<file path="src/rtl/instruction_encode.sv">
// Packs decoded instruction fields into one head word plus an optional
// extension word, with valid/ready on both sides and running word/instruction counts.
module instruction_encode #(
  parameter int unsigned COUNT_W = 16
) (
  input  logic               clk,
  input  logic               rst_n,
  input  logic               in_valid,
  output logic               in_ready,
  input  logic [7:0]         opcode,
  input  logic [1:0]         mode1,
  input  logic [15:0]        op1,
  input  logic [1:0]         mode2,
  input  logic [15:0]        op2,
  output logic               out_valid,
  input  logic               out_ready,
  output logic [31:0]        out_data,
  output logic               out_last,
  output logic [COUNT_W-1:0] instr_count,
  output logic [COUNT_W-1:0] word_count
);

  typedef enum logic [1:0] {
    IDLE,
    HEAD,
    EXT
  } state_t;

  state_t state, state_nx;

  logic [7:0]  opcode_q;
  logic [1:0]  mode1_q;
  logic [15:0] op1_q;
  logic [1:0]  mode2_q;
  logic [15:0] op2_q;

  logic accept;
  logic out_hs;

  always_comb begin
    out_valid = (state != IDLE);
    out_data  = '0;
    out_last  = 1'b0;
    case (state)
      HEAD: begin
        out_data = {(mode1_q == 2'b00) ? 16'h0000 : op1_q, 4'b0000, mode2_q, mode1_q, opcode_q};
        out_last = (mode2_q == 2'b00);
      end
      EXT: begin
        out_data = {16'h0000, op2_q};
        out_last = 1'b1;
      end
      default: ;
    endcase
  end

  // A new bundle can enter in the same cycle the final word leaves, so
  // back-to-back instructions never see a bubble.
  always_comb begin
    out_hs   = out_valid && out_ready;
    in_ready = rst_n && ((state == IDLE) || (out_hs && out_last));
    accept   = in_valid && in_ready;
  end

  always_comb begin
    state_nx = state;
    case (state)
      IDLE: if (accept) state_nx = HEAD;
      HEAD: begin
        if (out_ready) begin
          if (mode2_q != 2'b00) state_nx = EXT;
          else if (accept)      state_nx = HEAD;
          else                  state_nx = IDLE;
        end
      end
      EXT: begin
        if (out_ready) state_nx = accept ? HEAD : IDLE;
      end
      default: state_nx = IDLE;
    endcase
  end

  always_ff @(posedge clk) begin
    if (!rst_n) begin
      state       <= IDLE;
      opcode_q    <= '0;
      mode1_q     <= '0;
      op1_q       <= '0;
      mode2_q     <= '0;
      op2_q       <= '0;
      instr_count <= '0;
      word_count  <= '0;
    end else begin
      state <= state_nx;
      if (accept) begin
        opcode_q <= opcode;
        mode1_q  <= mode1;
        op1_q    <= op1;
        mode2_q  <= mode2;
        op2_q    <= op2;
      end
      if (out_hs) begin
        word_count <= word_count + COUNT_W'(1);
        if (out_last) instr_count <= instr_count + COUNT_W'(1);
      end
    end
  end

endmodule

</file>
<file path="config.mk">
export PLATFORM = sky130hd
export DESIGN_NAME = instruction_encode
export DESIGN_NICKNAME = d
export VERILOG_FILES = /design/src/rtl/instruction_encode.sv
export SDC_FILE = /design/constraint.sdc
export NUM_CORES = 1
export LEC_CHECK = 0
export CAP_MARGIN = 30
export CORE_ASPECT_RATIO = 1.25
export CORE_MARGIN = 8
export CORE_UTILIZATION = 49
export DETAILED_ROUTE_END_ITERATION = 8
export GPL_TIMING_DRIVEN = 0
export PLACE_DENSITY = 0.87
export SYNTH_ARGS = -nofsm -noshare
export SYNTH_HDL_FRONTEND = slang
export SYNTH_SLANG_ARGS = --single-unit
</file>
<file path="constraint.sdc">
create_clock -name clk -period 5.65 [get_ports clk]
set_input_delay 1.4125 -clock clk [delete_from_list [all_inputs] [get_ports clk]]
set_output_delay 1.4125 -clock clk [all_outputs]
set_load 0.01 [all_outputs]
</file>
After elaboration in Yosys (flattened, before gate mapping) --
Index checks and enable logic that the tools add are counted.
Storage, ports and cells: register bits after elaboration 78, output and inout bits 67, word-level logic and storage cells 36
Cells by class: reduce and logical (&&, ||, !) cells 12, equal/unequal tests 5, multiplexer cells 9, add/sub/neg operators 2
Operators with widths (count):
- case mux 32 bit (2 select lines) | 1
- adder 16 x 1 -> 16 bit (second input constant) | 2
- two-way mux 16 bit | 1
- two-way mux 2 bit | 4
- logical NOT 2 bit | 3
- != test 2 bit (second input constant) | 3
- case mux 2 bit (3 select lines) | 1
- logical AND 1 bit | 4
- nonzero test 2 bit | 2
- AND reduction 3 bit | 1
- == test 2 x 1 -> 1 bit (second input constant) | 1
- == test 2 bit (second input constant) | 1
- case mux 1 bit (2 select lines) | 1
- AND reduction 2 bit | 1
- logical OR 1 bit | 1
- two-way mux 1 bit | 1

Logic depth before layout (Yosys ltp) --
Gate-level depths: netlist of the first run.
depth in word-level cells 10, gate-level depth with buffers 8, depth with buffers taken out 6

Least setup slack after synthesis of the first run --
No wires, ideal clock.
path kind input -> output, start in rst_n, end out in_ready, data arrival time 1.986 ns, path buffers 1, path slack 2.251 ns, stages on the path 3, path through clkinv_1 > clkbuf_1 > a21oi_1
Between the ends: cells in the longest elaborated chain, start to end 1
RTL lines:
- from (decl) | RTL line 7 | input logic rst_n,
- logical AND 1 bit | RTL line 61 | in_ready = rst_n && ((state == IDLE) || (out_hs && out_last));
- to (decl) | RTL line 9 | output logic in_ready,
No other way between the ends.

Worst setup path in the final report of the first run --
Ends and elaborated chain as after synthesis.

==> results.cfg, run 1 <==
[cells_and_area]
diodes = 0
nets = 516
area_growth_pct = 42.7
drive_gt1_share_pct = 8.78
utilization_pct = 70.7

[route]
wl_per_cell_um = 16.5
drtIter0Drc = 108
vias_per_cell = 5.54
route.vias.total = 3084
antenna_left = 0
first_pass_iters = 4
routed_wl_um = 9210
drc = 0

[die]
io_pins = 115
std_cell_rows = 34
die_y_um = 109
fp.coreArea_um2 = 6810
die-area_um2 = 9810
initial_core_util_pct = 49.5
die_w_um = 90.2

[yosys]
synth_top_flop_cell = dfxtp_1
synth_edf_count = 0
async_flop_share_pct = 0
synth_top_area_share_pct = 46.3
ys_types = 47
syn_nets = 391
syn_inst = 337
yosysTopAreaCell = dfxtp_1
synth_seq_cells = 78
syn_avg_cell_area_um2 = 10.0
synthTopCellsByArea = dfxtp_1, a22o_1, and2_1
ys_warn_count = 0
synth_area_um2 = 3370
synth.yosys.seq_area_share_pct = 46.3

[critical_path]
reg2reg_depth = 7
critPathKind = input port to output pin
timing.rr.start = state[0]
required_ps = 4240
rrSetupSlack_ps = 3440
regToRegEndpoint = op1_q[12]
setup.worst_path.end_class = output pin
startpoint_type = input port
path_max_fanout = 10
cp.arrival_ps = 3330

[global_route]
grt_start_max_net_pins = 15
grt_util_met2_pct = 34.0
antenna_found_initial = 0
busiest_layer = met2
grt_pass1_vias = 3177
grtUsageMet3_pct = 6.54
grt.met1_usage_pct = 18.7
grt.total_usage_pct = 18.6
grt_pass1_wl_um = 15100
overflow = 0

[clock_network]
cts_setup_buffers = 0
htreeDepth = 3
ctsRootBufferMaster = clkbuf_8
cts_resized = 0
ctsHoldBuffers = 0
clkSlewWorstSetupHoldPaths_ps = 80
cts.sinks = 78
numCtsBuffers = 9
clk_path_buf_depth = 2
cts_tree = yes
clkLatencyLatePin_ps = 350

[timing]
tightest_slew_ps = 485
final-max-slew-violation-count = 0
hold_viol = 0
fin_crit_ps = 4740
final-setup-viol-count = 0
final.setup.tns_ps = 0
clock_skew_ps = 10.0
rsz0062_at_grt = no
slew_headroom_pct = 67.6
min_period_over_period_pct = 83.9
max_freq_mhz = 211

[placement]
dp_hpwl_um = 6990
place.gp.congestion = 0.797
port_buffers = 114

[status]
outcome = completed

[worst_hold_path]
hold_depth = 1
min_path_type = flip-flop to flip-flop
hold_start = op2_q[15]
min_to = op2_q[15]

[power]
vdd_ir_drop_max_mv = 0.173
p_per_area_nw_per_um2 = 256
p_leak_nw = 1.77

[run]
drv_cap = 0
[per-layer routing]
metal  vias up  wire length (um)
met3        18               653
met2        99              4620
met1      1468              3690
met4         0               240
met5         -                 0
li1       1499                 -
[area by class of cell]
class / instances / area (um^2)
fill: 548 / 2000
multi-input combinational: 236 / 1700
sequential: 78 / 1560
timing repair buffer: 114 / 1140
clock buffer: 10 / 138
tap: 90 / 113
buffer: 17 / 86.3
clock inverter: 6 / 47.5
inverter: 6 / 22.5
[cell families after synthesis]
| group | count (synthesis) | synth area share [%] |
|---|---|---|
| compound gates | 96 | 22.4 |
| simple gates | 113 | 20.2 |
| mux | 4 | 1.19 |
| flops | 78 | 46.3 |
| xor+xnor | 17 | 4.42 |
| buf+inv | 23 | 3.23 |
| fa+ha+maj | 6 | 2.23 |
[worst max-delay path by stage]
stage	start	endpoint	slack, ps	depth (start not counted)
6_report	rst_n	in_ready	910	5
5_1_grt	rst_n	in_ready	800	5
4_1_cts	rst_n	in_ready	920	5
3_5_place_dp	rst_n	in_ready	940	5
3_3_place_gp	rst_n	in_ready	960	5
2_1_floorplan	rst_n	in_ready	2250	3
[per-stage QoR]
step | instance area (um^2) | cells | power (W) | hold WS, ps | worst slack (ps)
3_5_place_dp | 4630 | 541 | 0.000859 | 459 | 941
6_report | 4810 | 557 | 0.00123 | 476 | 912
5_1_grt | 4810 | 557 | 0.00129 | 493 | 800
2_1_floorplan | 3370 | 337 | 0.000764 | 440 | 2250
4_1_cts | 4810 | 557 | 0.00124 | 480 | 920
3_3_place_gp | 4630 | 541 | 0.000853 | 452 | 964
[synthesized netlist by cell type (all sizes together), types with 2 or more instances]
cell    instances
nand2           8
xor2           12
dfxtp          78
or3             7
a22oi          12
nand3b          2
o21ai           9
a22o           44
clkbuf          7
nor2           22
o21a            3
o211ai          4
mux2i           4
a21oi          15
and3b           2
nand4           7
and4b           2
nand3           8
nor2b          12
and3            3
and2           23
ha              6
or4             5
xnor2           5
inv             5
nor3b           3
and4            5
buf            10
o31ai           5
[critical path, cell delays in order]
cell and delay, ps:
clkdlybuf4s50_1 560, clkinv_1 260, clkbuf_1 310, a21oi_1 220
clkdlybuf4s50_1 570
[power by group]
group,switching (W),total [W],internal (W)
registers,0.0000284,0.000622,0.000593
logic,0.000108,0.000227,0.000119
clock network,0.000210,0.000383,0.000173
total,0.000347,0.00123,0.000885
[cells in the final DEF, fill, tap and decap left out, types with 5 or more instances in the layout]
cell type / instances
a21oi_1: 14
a22o_1: 43
a22oi_1: 12
and2_1: 22
and4_1: 5
buf_2: 6
clkbuf_1: 7
clkbuf_8: 10
clkdlybuf4s50_1: 114
dfxtp_1: 78
ha_1: 6
inv_1: 5
nand2_1: 8
nand3_1: 8
nand4_1: 7
nor2_1: 22
nor2b_1: 12
o21ai_0: 7
o31ai_1: 5
or4_1: 5
xnor2_1: 5
xor2_1: 12
[state kept, by name (all words and copies together) (netlist names)]
register	count
instr_count	16
state	2
op1_q	16
op2_q	16
mode2_q	2
opcode_q	8
mode1_q	2
word_count	16
Power figures use the tool's default switching activity.
==> inputs of run 2 (changes only) <==
--- a/config.mk
+++ b/config.mk
@@ -8,10 +8,10 @@
 export CAP_MARGIN = 30
 export CORE_ASPECT_RATIO = 1.25
 export CORE_MARGIN = 8
-export CORE_UTILIZATION = 49
+export CORE_UTILIZATION = 41
 export DETAILED_ROUTE_END_ITERATION = 8
 export GPL_TIMING_DRIVEN = 0
-export PLACE_DENSITY = 0.87
+export PLACE_DENSITY = 0.78
 export SYNTH_ARGS = -nofsm -noshare
 export SYNTH_HDL_FRONTEND = slang
 export SYNTH_SLANG_ARGS = --single-unit
==> constraint.sdc (replaced) <==
create_clock -name clk -period 3.96 [get_ports clk]
set_input_delay 0.99 -clock clk [delete_from_list [all_inputs] [get_ports clk]]
set_output_delay 0.99 -clock clk [all_outputs]
set_load 0.01 [all_outputs]
==> run 2 against run 1 <==
- clock skew about the same
- total power is 58% higher
- sequential cell count is the same
- core utilization shrank 10 points
- highest routed layer unchanged
==> results.cfg, run 2 (synthesis results as in run 1) <==
[cells_and_area]
area_growth_pct = 45.0
diodes = 0
nFillCells = 703
stdcell_area_um2 = 4890
layout_common_cells = clkdlybuf4s50_1, dfxtp_1, a22o_1
final_common_cell = clkdlybuf4s50_1
drive_gt1_share_pct = 8.99
nets = 516

[critical_path]
reg2reg_depth = 7
critPathKind = input port to output pin
cp.arrival_ps = 2820
path_max_fanout = 8
path_cells = clkdlybuf4s50_1 > and3b_1 > o21ai_2 > a21oi_1 > clkdlybuf4s50_1
slowest_delay_ps = 620
setup.worst_path.end_class = output pin
crit_buf_inv = 2
worstSetupStartpoint = out_ready
critPathTopFamily = buffers and inverters
startpoint_type = input port
crit_slowest_cell = clkdlybuf4s50_1
required_ps = 2970
path_depth = 5
cp_common_cell = clkdlybuf4s50_1
timing.rr.start = state[0]

[power]
vdd_ir_drop_max_mv = 0.249
p_leak_nw = 1.82
p_per_area_nw_per_um2 = 399

[die]
die_y_um = 117
io_pins = 115
die-area_um2 = 11400
initial_core_util_pct = 41.6
fp.coreArea_um2 = 8100
die_w_um = 97.1
std_cell_rows = 37

[timing]
clock_skew_ps = 9.77
final-max-slew-violation-count = 0
tightest_slew_ps = 497
min_period_over_period_pct = 96.1
final.setup.tns_ps = 0
rsz0062_at_grt = no
finalWorstSetupSlack_ps = 154
fin_crit_ps = 3810
final-setup-viol-count = 0
holdWs_ps = 477
max_freq_mhz = 263
hold_viol = 0
slew_headroom_pct = 66.9

[route]
antenna_left = 0
first_pass_iters = 4
routed_wl_um = 9200
drc = 0
route.vias.total = 3041
wl_per_cell_um = 16.3
vias_per_cell = 5.39
drtIter0Drc = 116

[global_route]
grt_pass1_wl_um = 15400
overflow = 0
grt_start_max_net_pins = 15
grt_pass1_vias = 3080
grt.total_usage_pct = 15.9
antenna_found_initial = 0

[placement]
dp_hpwl_um = 6980
place.gp.congestion = 0.784
port_buffers = 114
placed_area_um2 = 4630
post-place-ws_ps = 92.1

[worst_hold_path]
min_path_type = flip-flop to flip-flop
hold_start = op2_q[12]
hold_depth = 1

[clock_network]
ctsHoldBuffers = 0
htreeDepth = 3
clk_path_buf_depth = 2
cts_tree = yes
clkSlewWorstSetupHoldPaths_ps = 80
numCtsBuffers = 9
cts.sinks = 78
clkLatencyLatePin_ps = 350
ctsRootBufferMaster = clkbuf_8

[status]
outcome = completed

[run]
drv_cap = 0
==> run 2: per-layer routing <==
layer / share of wire, % / vias up / track usage, %
met5: 0 / - / 0
met4: 1.5 / 0 / 5.79
met3: 7.4 / 11 / 6.17
met2: 48 / 89 / 26.3
met1: 43 / 1441 / 18.2
li1: - / 1500 / -
==> run 2: worst register-to-register path, cell delays in order, from the launching register on <==
cell and delay (ps):
dfxtp_1 400, inv_1 90, ha_1 390, and2_1 280, o21a_1 220, o22ai_2 400
buf_4 270, a22o_1 160
==> run 2: cell type report <==
cell class	instances	area [um^2]	area share, %
clock inverters	6	116	2.38
inverters	6	22.5	0.461
multi-input cells	236	1700	34.8
flip-flops and latches	78	1560	31.9
plain buffers	17	87.6	1.79
well taps	97	121	2.48
clock buffers	10	138	2.81
repair buffers	114	1140	23.3
==> run 2: where the power goes <==
group	internal, W	switching (W)	total, W
sequential	0.000846	0.0000398	0.000886
clock	0.000442	0.000302	0.000744
combinational	0.000170	0.000153	0.000323
==> run 2: final timing paths <==
check / to / slack, ps
hold reg to reg: op2_q[12] / 480
hold / removal: op2_q[12] / 480
setup / recovery: in_ready / 150
setup reg to reg: mode1_q[1] / 1710
==> run 2: timing repair <==
item,4_1_cts,5_1_grt
gates resized for setup,0,2
setup endpoints to repair,0,1
setup buffers,0,0
==> run 2: stage by stage <==
| step | cells | total power, W | util [%] |
|---|---|---|---|
| 4_1_cts | 564 | 0.00197 | 60.3 |
| 3_5_place_dp | 548 | 0.00123 | 57.2 |
| 3_3_place_gp | 548 | 0.00122 | 57.2 |
| 2_1_floorplan | 337 | 0.00109 | - |
| 6_report | 564 | 0.00195 | 60.4 |
| 5_1_grt | 564 | 0.00204 | 60.4 |
==> inputs of run 3 (changes only) <==
--- a/config.mk
+++ b/config.mk
@@ -11,6 +11,7 @@
 export CORE_UTILIZATION = 41
 export DETAILED_ROUTE_END_ITERATION = 8
 export GPL_TIMING_DRIVEN = 0
+export MAX_ROUTING_LAYER = met4
 export PLACE_DENSITY = 0.78
 export SYNTH_ARGS = -nofsm -noshare
 export SYNTH_HDL_FRONTEND = slang
==> run 3 against run 2 <==
- highest routed layer unchanged
- clock skew is essentially flat
- sequential cell count unchanged
- sequential share of layout area did not move
- non-clock buffer count unchanged
- first-iteration DRC count decreased by 0.86%
==> results.cfg, run 3 (synthesis results as in run 1) <==
[power]
pwr-share-seq_pct = 45.4
intPower_w = 0.00146
p_sw_share_pct = 25.4
p_leak_nw = 1.82
p_per_area_nw_per_um2 = 399
combPwrFrac_pct = 16.5
power_w = 0.00195
p_clk_share_pct = 38.1
p_switching_w = 0.000495
vdd_ir_drop_max_mv = 0.249

[clock_network]
clk_path_buf_depth = 2
cts_setup_buffers = 0
cts.sinks = 78
htreeDepth = 3
clkSlewWorstSetupHoldPaths_ps = 80
cts_tree = yes
numCtsBuffers = 9
cts_resized = 0
ctsHoldBuffers = 0
clkLatencyLatePin_ps = 350
ctsRootBufferMaster = clkbuf_8

[global_route]
grt.total_usage_pct = 16.4
grt_start_max_net_pins = 15
overflow = 0
grt_pass1_wl_um = 15400
grt_pass1_vias = 3088
antenna_found_initial = 0

[placement]
place.gp.congestion = 0.795
post-place-ws_ps = 92.1
port_buffers = 114
placed_area_um2 = 4630
dp_hpwl_um = 6980

[cells_and_area]
multi_input_area_um2 = 1700
drive_gt1_share_pct = 8.99
nFillCells = 703
nets = 516
diodes = 0
area_growth_pct = 45.0
final_common_cell = clkdlybuf4s50_1
seq_area_um2 = 1560
layout_common_cells = clkdlybuf4s50_1, dfxtp_1, a22o_1
stdcell_area_um2 = 4890

[route]
drc = 0
wl_met1_um = 4090
routed.top_layer = met4
first_pass_iters = 4
routed_wl_um = 9200
dr_wl_met2_um = 4450
antenna_left = 0
route.vias.total = 3046
drtIter0Drc = 115
wl_per_cell_um = 16.3
wl_met3_um = 523
vias_per_cell = 5.40

[timing]
tightest_slew_ps = 498
min_period_over_period_pct = 96.1
final-setup-viol-count = 0
final-max-slew-violation-count = 0
clock_skew_ps = 9.55
finalWorstSetupSlack_ps = 154
max_freq_mhz = 263
rsz0062_at_grt = no
hold_viol = 0
slew_headroom_pct = 66.8
final.setup.tns_ps = 0
holdWs_ps = 477
fin_crit_ps = 3810

[critical_path]
cp_common_cell = clkdlybuf4s50_1
cp.arrival_ps = 2820
slowest_delay_ps = 620
path_max_fanout = 8
required_ps = 2970
worstSetupStartpoint = out_ready
startpoint_type = input port
critPathKind = input port to output pin
setup.worst_path.end_class = output pin
timing.rr.start = state[0]
path_cells = clkdlybuf4s50_1 > and3b_1 > o21ai_2 > a21oi_1 > clkdlybuf4s50_1
crit_slowest_cell = clkdlybuf4s50_1

[status]
outcome = completed

[die]
io_pins = 115
std_cell_rows = 37
initial_core_util_pct = 41.6
die_y_um = 117
fp.coreArea_um2 = 8100
die-area_um2 = 11400
die_w_um = 97.1

[worst_hold_path]
min_path_type = flip-flop to flip-flop
hold_start = op2_q[12]

[run]
drv_cap = 0
run 3: cell counts in the layout (fill, tap and decap cells not counted):
No cell type changed its count.
run 3: worst paths after layout:
path	end	slack, ps	cells after the start
setup / recovery	in_ready	150	5
hold / removal	op2_q[12]	480	1
setup reg to reg	mode1_q[1]	1710	7
hold reg to reg	op2_q[12]	480	1
run 3: per-layer routing:
layer | track usage, % | up-vias
li1 | - | 1500
met1 | 18.9 | 1446
met2 | 26.3 | 89
met3 | 4.93 | 11
met4 | 5.79 | 0
met5 | - | -
run 3: metrics by stage:
step / std cells / utilization (%)
finish: 564 / 60.4
global route: 564 / 60.4
detailed placement: 548 / 57.2
floorplan: 337 / -
global placement: 548 / 57.2
CTS: 564 / 60.3
run 3: area by class of cell:
class                      count  area share, %
multi-input combinational    236           34.8
sequential                    78           31.9
timing repair buffer         114           23.3
clock buffer                  10           2.81
tap                           97           2.48
clock inverter                 6           2.38
buffer                        17           1.79
inverter                       6          0.461
run 3: worst max-delay path, delay by kind of cell:
kind                   cells  cell delay, ps
AO/OA/AOI/OAI              2             340
buffers and inverters      2            1200
AND/OR/NAND/NOR            1             290
run 3: power by group through the flow:
stage / clock network (W) / logic, W / registers (W)
2_1_floorplan: 0 / 0.000198 / 0.000892
3_3_place_gp: 0 / 0.000318 / 0.000901
3_5_place_dp: 0 / 0.000325 / 0.000903
4_1_cts: 0.000755 / 0.000326 / 0.000887
5_1_grt: 0.000793 / 0.000354 / 0.000895
6_report: 0.000744 / 0.000323 / 0.000886
